File: config.mk
export PLATFORM = sky130hd
export DESIGN_NAME = gshare_predictor
export DESIGN_NICKNAME = d
export VERILOG_FILES = /design/src/rtl/gshare_predictor.sv
export SDC_FILE = /design/constraint.sdc
export NUM_CORES = 1
export LEC_CHECK = 0
export CAP_MARGIN = 20
export CORE_ASPECT_RATIO = 0.6
export CORE_UTILIZATION = 50
export CTS_CLUSTER_DIAMETER = 80
export CTS_CLUSTER_SIZE = 40
export DETAILED_ROUTE_END_ITERATION = 16
export GPL_TIMING_DRIVEN = 0
export PLACE_DENSITY = 0.75
export SYNTH_ARGS = -nofsm -noshare
export SYNTH_HDL_FRONTEND = slang
export SYNTH_SLANG_ARGS = --single-unit
File: constraint.sdc
create_clock -name clk -period 14.5 [get_ports clk]
set_input_delay 2.175 -clock clk [delete_from_list [all_inputs] [get_ports clk]]
set_output_delay 2.175 -clock clk [all_outputs]
set_load 0.03 [all_outputs]
File: src/rtl/gshare_predictor.sv
// Gshare branch predictor: PC^GHR indexed saturating counters with speculative history and mispredict repair.
// Optional performance counters are enabled by defining GSHARE_PERF_CNT_EN.
`timescale 1ns/1ps
module gshare_predictor #(
    parameter int HIST_BITS  = 8,
    parameter int CTR_BITS   = 2,
    parameter int INDEX_BITS = 8,
    parameter int PC_LSB     = 2
) (
    input  logic                  clk,
    input  logic                  reset,
    output logic                  ready,
    input  logic                  pred_valid,
    input  logic [31:0]           pred_pc,
    output logic                  pred_out_valid,
    output logic                  pred_taken,
    output logic [INDEX_BITS-1:0] pred_index,
    output logic [HIST_BITS-1:0]  pred_hist,
    input  logic                  upd_valid,
    input  logic [INDEX_BITS-1:0] upd_index,
    input  logic [HIST_BITS-1:0]  upd_hist,
    input  logic                  upd_taken,
    input  logic                  upd_mispredict
`ifdef GSHARE_PERF_CNT_EN
    ,
    output logic [31:0]           perf_lookups,
    output logic [31:0]           perf_mispredicts
`endif
);

    localparam int DEPTH = 2 ** INDEX_BITS;
    localparam logic [CTR_BITS-1:0] CTR_INIT = CTR_BITS'((2 ** (CTR_BITS - 1)) - 1);

    typedef enum logic {INIT, READY} state_t;

    state_t                state;
    logic [INDEX_BITS-1:0] init_ptr;
    logic [HIST_BITS-1:0]  ghr;
    logic [CTR_BITS-1:0]   table_q [DEPTH];

    function automatic logic [CTR_BITS-1:0] sat_inc(input logic [CTR_BITS-1:0] c);
        return (c == '1) ? c : c + 1'b1;
    endfunction

    function automatic logic [CTR_BITS-1:0] sat_dec(input logic [CTR_BITS-1:0] c);
        return (c == '0) ? c : c - 1'b1;
    endfunction

    // Drops the oldest bit; also covers HIST_BITS=1 where the result is just b.
    function automatic logic [HIST_BITS-1:0] shift_hist(input logic [HIST_BITS-1:0] h, input logic b);
        return HIST_BITS'({h, b});
    endfunction

    logic                  lkp_acc_p0;
    logic                  upd_acc_p0;
    logic [INDEX_BITS-1:0] lkp_idx_p0;
    logic                  rd_taken_p0;
    logic [CTR_BITS-1:0]   upd_ctr_p0;
    logic                  wr_en;
    logic [INDEX_BITS-1:0] wr_addr;
    logic [CTR_BITS-1:0]   wr_data;
    logic                  pc_unused;

    assign pc_unused   = ^pred_pc;
    assign lkp_acc_p0  = (state == READY) && pred_valid;
    assign upd_acc_p0  = (state == READY) && upd_valid;
    assign lkp_idx_p0  = pred_pc[PC_LSB +: INDEX_BITS] ^ INDEX_BITS'(ghr);
    assign rd_taken_p0 = table_q[lkp_idx_p0][CTR_BITS-1];
    assign upd_ctr_p0  = table_q[upd_index];

    // Single write port shared by init sweep and training; they never overlap.
    always_comb begin
        wr_en   = 1'b0;
        wr_addr = upd_index;
        wr_data = upd_taken ? sat_inc(upd_ctr_p0) : sat_dec(upd_ctr_p0);
        if (!reset) begin
            if (state == INIT) begin
                wr_en   = 1'b1;
                wr_addr = init_ptr;
                wr_data = CTR_INIT;
            end else begin
                wr_en = upd_valid;
            end
        end
    end

    always_ff @(posedge clk) begin
        if (wr_en) begin
            table_q[wr_addr] <= wr_data;
        end
    end

    // p0 -> p1: registered prediction and GHR maintenance
    always_ff @(posedge clk) begin
        if (reset) begin
            state          <= INIT;
            init_ptr       <= '0;
            ghr            <= '0;
            ready          <= 1'b0;
            pred_out_valid <= 1'b0;
            pred_taken     <= 1'b0;
            pred_index     <= '0;
            pred_hist      <= '0;
        end else begin
            pred_out_valid <= lkp_acc_p0;
            case (state)
                INIT: begin
                    init_ptr <= init_ptr + 1'b1;
                    if (init_ptr == '1) begin
                        state <= READY;
                        ready <= 1'b1;
                    end
                end
                READY: begin
                    if (lkp_acc_p0) begin
                        pred_taken <= rd_taken_p0;
                        pred_index <= lkp_idx_p0;
                        pred_hist  <= ghr;
                    end
                    // Recovery overrides the speculative shift of a same-cycle lookup.
                    if (upd_acc_p0 && upd_mispredict) begin
                        ghr <= shift_hist(upd_hist, upd_taken);
                    end else if (lkp_acc_p0) begin
                        ghr <= shift_hist(ghr, rd_taken_p0);
                    end
                end
                default: state <= INIT;
            endcase
        end
    end

`ifdef GSHARE_PERF_CNT_EN
    always_ff @(posedge clk) begin
        if (reset) begin
            perf_lookups     <= '0;
            perf_mispredicts <= '0;
        end else begin
            if (lkp_acc_p0) begin
                perf_lookups <= perf_lookups + 32'd1;
            end
            if (upd_acc_p0 && upd_mispredict) begin
                perf_mispredicts <= perf_mispredicts + 32'd1;
            end
        end
    end
`endif

endmodule

==> impl_metrics.csv, run 1 <==
group,metric,value,unit
power_and_ir_drop,powerDensity,104,nW/um^2
clock_tree,ctsHtreeMaxLevel,1,
sta,setup_viol,0,
critical_path,crit_type,"in2reg",
power_and_ir_drop,seqPwrFrac,63.6,%
synth,yosysSeqAreaShare,65.1,%
synth,synth_cell_types,52,
power_and_ir_drop,p_total,2770,uW
job,max_cap_violations,0,
global_routing,grt_usage,31.3,%
synth,syn_area_per_cell,15.4,sq um
power_and_ir_drop,p_switching,685,uW
clock_tree,postCtsResizedCells,0,
clock_tree,cts_made_buffers,17,
synth,ys.flop_type,"edfxtp_1",
power_and_ir_drop,combPwrFrac,11.6,%
critical_path,path_max_fanout,103,
global_routing,grt_pass1_vias,15700,
hold_path,hold_depth,2,
final_layout,drive_gt1_share,14.6,%
sta,tightest_slew,1.21,ns
routing,dr.max_layer_used,"met5",
floorplanning,start_util,51.2,%
synth,ys.warnings.count,0,
synth,netlist_area,24700,sq um
clock_tree,clkTransAtPathRegs,0.14,ns
critical_path,cp.arrival,7.81,ns
routing,wl_met2,31.5,mm
critical_path,r2r_slack,9.85,ns
clock_tree,cts.path.max_buffers,3,
floorplanning,core-area,48300,sq um
routing,num_vias,16700,
synth,syn_nets,1658,
routing,wl_met3,15.4,mm
floorplanning,io_pins,73,
global_routing,gr-total-overflow,0,
synth,synth-seq-cells,548,
routing,drt.antenna.violating_nets,0,
final_layout,fillers,3852,
final_layout,area_growth,8.01,%
clock_tree,cts_tree,"done",
routing,drt-total-wl,78.9,mm
floorplanning,dieArea,50400,sq um
placed_design,place_congestion,1.02,
sta,skew,0.0625,ns
sta,drv_slew,0,
floorplanning,fp.dieW,289,microns
synth,synth_edf_count,512,
routing,wl_met1,29.1,mm
final_layout,final_nets,1736,
clock_tree,root_buffer,"clkbuf_16",
routing,viasPerCell,7.17,
critical_path,rr_worst_depth,9,
critical_path,critical_path.startpoint_type,"input port",
clock_tree,clock-sinks,548,
sta,post-route-period-util,52.1,%
final_layout,final_cell_mix,"edfxtp_1, nor2_1, mux4_2",
placed_design,post-dp-hpwl,55.6,mm
routing,first_iter_violations,3308,
sta,rsz0062_at_grt,"false",
run_status,status,"finished clean",
sta,min_period,7.55,ns
hold_path,hold_path.class,"reg2reg",
power_and_ir_drop,internal_power,2080,uW
synth,synthArstFlopShare,0,%
critical_path,critPathCaptureType,"flop",
final_layout,final_common_cell,"edfxtp_1",
floorplanning,rows,62,
global_routing,grt_max_degree,104,
sta,max_freq,0.132,GHz
global_routing,antenna_found_initial,1,
clock_tree,post_cts_buffers,0,
sta,hold_viol_final,0,
critical_path,worstPathRequired,14.75,ns
routing,wl_per_cell,33.9,microns
placed_design,port_buffers,44,
floorplanning,die_y,174,microns
routing,first_pass_iters,6,
power_and_ir_drop,p_sw_share,24.7,%
power_and_ir_drop,ir_drop,0.0000861,V
global_routing,grt_pass1_wl,111,mm
power_and_ir_drop,power.clock.fraction,24.7,%
clock_tree,hold_buffers,0,
routing,drcViolationCount,0,
clock_tree,insertion_delay,0.62,ns
sta,slew_headroom,18.8,%
final_layout,fin_util,55.3,%
synth,netlist_instances,1603,
power_and_ir_drop,p_leak,0.00804,uW
worst paths after layout:
check,startpoint,endpoint
setup / recovery,upd_index[2],table_q[57][0]
hold / removal,pred_hist[5],pred_hist[5]
setup reg to reg,table_q[46][0],table_q[57][0]
hold reg to reg,pred_hist[5],pred_hist[5]
layer usage:
layer,up-vias,track usage [%]
met1,8283,45.4
met2,1700,41.7
met4,6,8.44
li1,6470,-
met3,233,15.3
met5,-,0
metrics by stage:
step / area [sq um] / cells / hold slack [ns] / worst slack, ns / TNS [ns]
after floorplan: 24700 / 1603 / 0.457 / 3.00 / 0
after global placement: 26000 / 2287 / 0.446 / -4.30 / -1094.28
after detailed placement: 26200 / 2298 / 0.448 / 6.83 / 0
after CTS: 26700 / 2322 / 0.466 / 7.41 / 0
after global routing: 26700 / 2326 / 0.482 / 6.97 / 0
final: 26700 / 2327 / 0.466 / 6.95 / 0
Yosys cell counts, types with 8 or more instances:
| master | count | area (sq um) |
|---|---|---|
| nand3_1 | 34 | 170 |
| buf_4 | 11 | 82.6 |
| xnor2_1 | 8 | 70.1 |
| mux2i_1 | 71 | 711 |
| dfxtp_1 | 36 | 721 |
| xor2_1 | 9 | 78.8 |
| a211oi_1 | 17 | 128 |
| nor3_1 | 14 | 70.1 |
| a22oi_1 | 39 | 293 |
| buf_2 | 18 | 90.1 |
| a21oi_1 | 38 | 190 |
| a31oi_1 | 12 | 75.1 |
| nand2_1 | 88 | 330 |
| o21ai_0 | 22 | 110 |
| nor2_1 | 291 | 1090 |
| mux4_2 | 161 | 3630 |
| o221ai_1 | 34 | 298 |
| clkbuf_1 | 68 | 255 |
| edfxtp_1 | 512 | 15400 |
| o22ai_1 | 18 | 113 |
| nand2b_1 | 10 | 62.6 |
| buf_6 | 10 | 113 |
state kept, by name, indices dropped and copies added, names as in the netlist:
register	flops
pred_out_valid	1
pred_taken	1
pred_hist	8
state	1
ghr	8
table_q	512
pred_index	8
init_ptr	8
ready	1
power by group through the flow:
stage	registers [uW]	logic (uW)	clock network, uW
floorplan	1810	167	0
global placement	1830	280	0
detailed placement	1800	303	0
CTS	1760	304	679
global route	1760	326	721
finish	1760	322	684
final cells by class:
cell class	count	area, sq um	share of cell area [%]
antenna	1	2.50	0.00937
buffer	116	619	2.32
clock buffer	23	448	1.68
clock inverter	1	16.3	0.0609
inverter	6	22.5	0.0843
multi-input combinational	933	8020	30.0
sequential	548	16100	60.2
tap	640	801	3.00
timing repair buffer	59	694	2.60
kinds of logic (layout without fill, tap and decap cells):
family	after synthesis	in the layout	share of synthesized area (%)
xor gates and xnor gates	17	17	0.602
AOI/OAI and AO/OA	204	204	5.63
muxes	237	237	18.1
other	0	1	0
buffers and inverters	122	205	2.59
adders and majority gates	3	3	0.137
and+or+nand+nor	472	472	7.91
DFF	548	548	65.1
worst max-delay path, cell delays in order:
cell      delay (ns)
clkbuf_1        0.29
buf_2           0.38
buf_1           0.93
clkbuf_1        0.82
mux4_2          0.47
a21oi_1         0.70
a21oi_1         0.17
nor3_1          0.26
maj3_2          0.27
nand2_4         0.52
buf_16          0.45
buf_16          0.25
Note: power is estimated with default switching activity, not from simulation.
==> inputs of run 2 (changes only) <==
- clock period: 14.5 -> 7.4 ns (I/O delays scaled with it)
==> run 2 against run 1 <==
  * Largest cell class unchanged
  * Hold slack better by 0.0026 ns
  * Via count about the same
  * Highest routed layer unchanged
  * Combinational power up 96%
  * Wire length up 1.1%
  * Critical endpoint is now table_q[191][1]
==> impl_metrics.csv, run 2 (synthesized netlist as in run 1, its figures left out) <==
group,metric,value,unit
power_and_ir_drop,p_switching,1340,uW
final_layout,fin_cells,2327,
sta,slew_headroom,15.5,%
placed_design,dp_cells,2300,
critical_path,crit_chain,"clkbuf_1 > clkinv_1 > nor2_1 > a22oi_1 > a31oi_1 > o31ai_1 > nor4_1 > a211oi_1 > maj3_1 > nor2_4 > buf_16 > buf_12",
routing,first_pass_iters,6,
routing,wl_per_cell,34.3,microns
routing,num_vias,16700,
routing,wl_met1,29.8,mm
floorplanning,rows,62,
clock_tree,cts_made_buffers,17,
power_and_ir_drop,internal_power,4080,uW
routing,drt.antenna.violating_nets,0,
sta,min_period,5.89,ns
sta,drv_slew,0,
global_routing,grt_pass1_vias,15700,
floorplanning,core-area,48300,sq um
clock_tree,ctsHtreeMaxLevel,1,
critical_path,slowest_stage,"clkinv_1",
final_layout,largest_reg_flops,512,
clock_tree,postCtsResizedCells,0,
sta,timing.setup.tns,0,ns
clock_tree,cts.path.max_buffers,3,
floorplanning,io_pins,73,
power_and_ir_drop,ir_drop,0.000159,V
critical_path,critical_path.startpoint_type,"input port",
global_routing,grt_pass1_wl,112,mm
sta,rsz0062_at_grt,"false",
job,max_cap_violations,0,
sta,skew,0.0233,ns
global_routing,gr-total-overflow,0,
routing,drt-total-wl,79.8,mm
clock_tree,post_cts_buffers,0,
routing,first_iter_violations,3847,
clock_tree,hold_buffers,0,
final_layout,final_nets,1737,
sta,max_freq,0.170,GHz
global_routing,grt_usage,31.8,%
routing,dr.max_layer_used,"met5",
final_layout,final_common_cell,"edfxtp_1",
final_layout,area_growth,8.08,%
placed_design,place_congestion,0.990,
critical_path,worstPathRequired,7.79,ns
clock_tree,clock-sinks,548,
final_layout,regMostFlops,"table_q",
critical_path,cp.arrival,6.28,ns
final_layout,drive_gt1_share,14.6,%
final_layout,final_cell_mix,"edfxtp_1, nor2_1, mux4_2",
critical_path,crit_type,"in2reg",
routing,wl_met2,32.1,mm
floorplanning,die_y,174,microns
floorplanning,dieArea,50400,sq um
power_and_ir_drop,powerDensity,203,nW/um^2
power_and_ir_drop,seqPwrFrac,63.7,%
sta,fin_hold_ws,0.468,ns
sta,post-route-period-util,79.6,%
power_and_ir_drop,p_leak,0.00805,uW
routing,viasPerCell,7.17,
hold_path,hold_path.class,"reg2reg",
routing,wl_met3,15.4,mm
global_routing,grt_max_degree,93,
run_status,status,"finished clean",
clock_tree,root_buffer,"clkbuf_16",
clock_tree,insertion_delay,0.58,ns
placed_design,post-dp-hpwl,56.0,mm
power_and_ir_drop,p_sw_share,24.7,%
power_and_ir_drop,combPwrFrac,11.7,%
sta,setup_viol,0,
clock_tree,cts_tree,"done",
clock_tree,clkTransAtPathRegs,0.15,ns
floorplanning,start_util,51.2,%
sta,hold_viol_final,0,
critical_path,cp_slowest_stage_delay,0.82,ns
sta,tightest_slew,1.27,ns
routing,drcViolationCount,0,
critical_path,critPathCaptureType,"flop",
floorplanning,fp.dieW,289,microns
placed_design,port_buffers,44,
final_layout,diodes,0,
critical_path,path_max_fanout,49,
power_and_ir_drop,power.clock.fraction,24.6,%
global_routing,antenna_found_initial,1,
-- run 2: area by class of cell --
type | count | area (sq um)
Tap cell | 640 | 801
Sequential cell | 548 | 16100
Fill cell | 3763 | 21600
Clock inverter | 2 | 17.5
Inverter | 6 | 22.5
Timing Repair Buffer | 60 | 721
Clock buffer | 22 | 444
Multi-Input combinational cell | 933 | 8020
Buffer | 116 | 619
-- run 2: path summary, 6_finish.rpt --
kind                            cells past startpoint         start  slack, ns               to
worst max-delay path                               12  upd_index[3]       1.51  table_q[191][1]
worst min-delay path                                2  pred_hist[2]       0.47     pred_hist[2]
worst min register to register                      2  pred_hist[2]       0.47     pred_hist[2]
worst max register to register                     10        ghr[1]       2.87           ghr[0]
-- run 2: layer usage --
metal,up-vias,global-route usage [%]
li1,6457,-
met1,8391,47.1
met2,1652,42.4
met3,174,14.2
met4,4,8.16
met5,-,0.481
-- run 2: metrics by stage --
stage	area [sq um]	total power (uW)	worst slack (ns)	utilization, %
floorplan	24700	3870	0.273	-
global placement	26000	4110	-3.69	53.8
detailed placement	26200	4120	1.14	54.3
CTS	26700	5370	1.75	55.3
global route	26700	5500	1.49	55.3
finish	26700	5420	1.51	55.3
-- run 2: power groups by stage --
stage | Combinational (uW) | Sequential (uW) | Clock [uW]
2_1_floorplan | 328 | 3540 | 0
3_3_place_gp | 549 | 3560 | 0
3_5_place_dp | 596 | 3520 | 0
4_1_cts | 598 | 3450 | 1320
5_1_grt | 641 | 3450 | 1410
6_report | 632 | 3450 | 1330
-- run 2: critical path: cells and delay by family --
family,cells,cell delay (ns)
simple gates,3,1.68
fa+ha+maj,1,0.41
buf+inv,4,2.04
compound gates,4,0.98
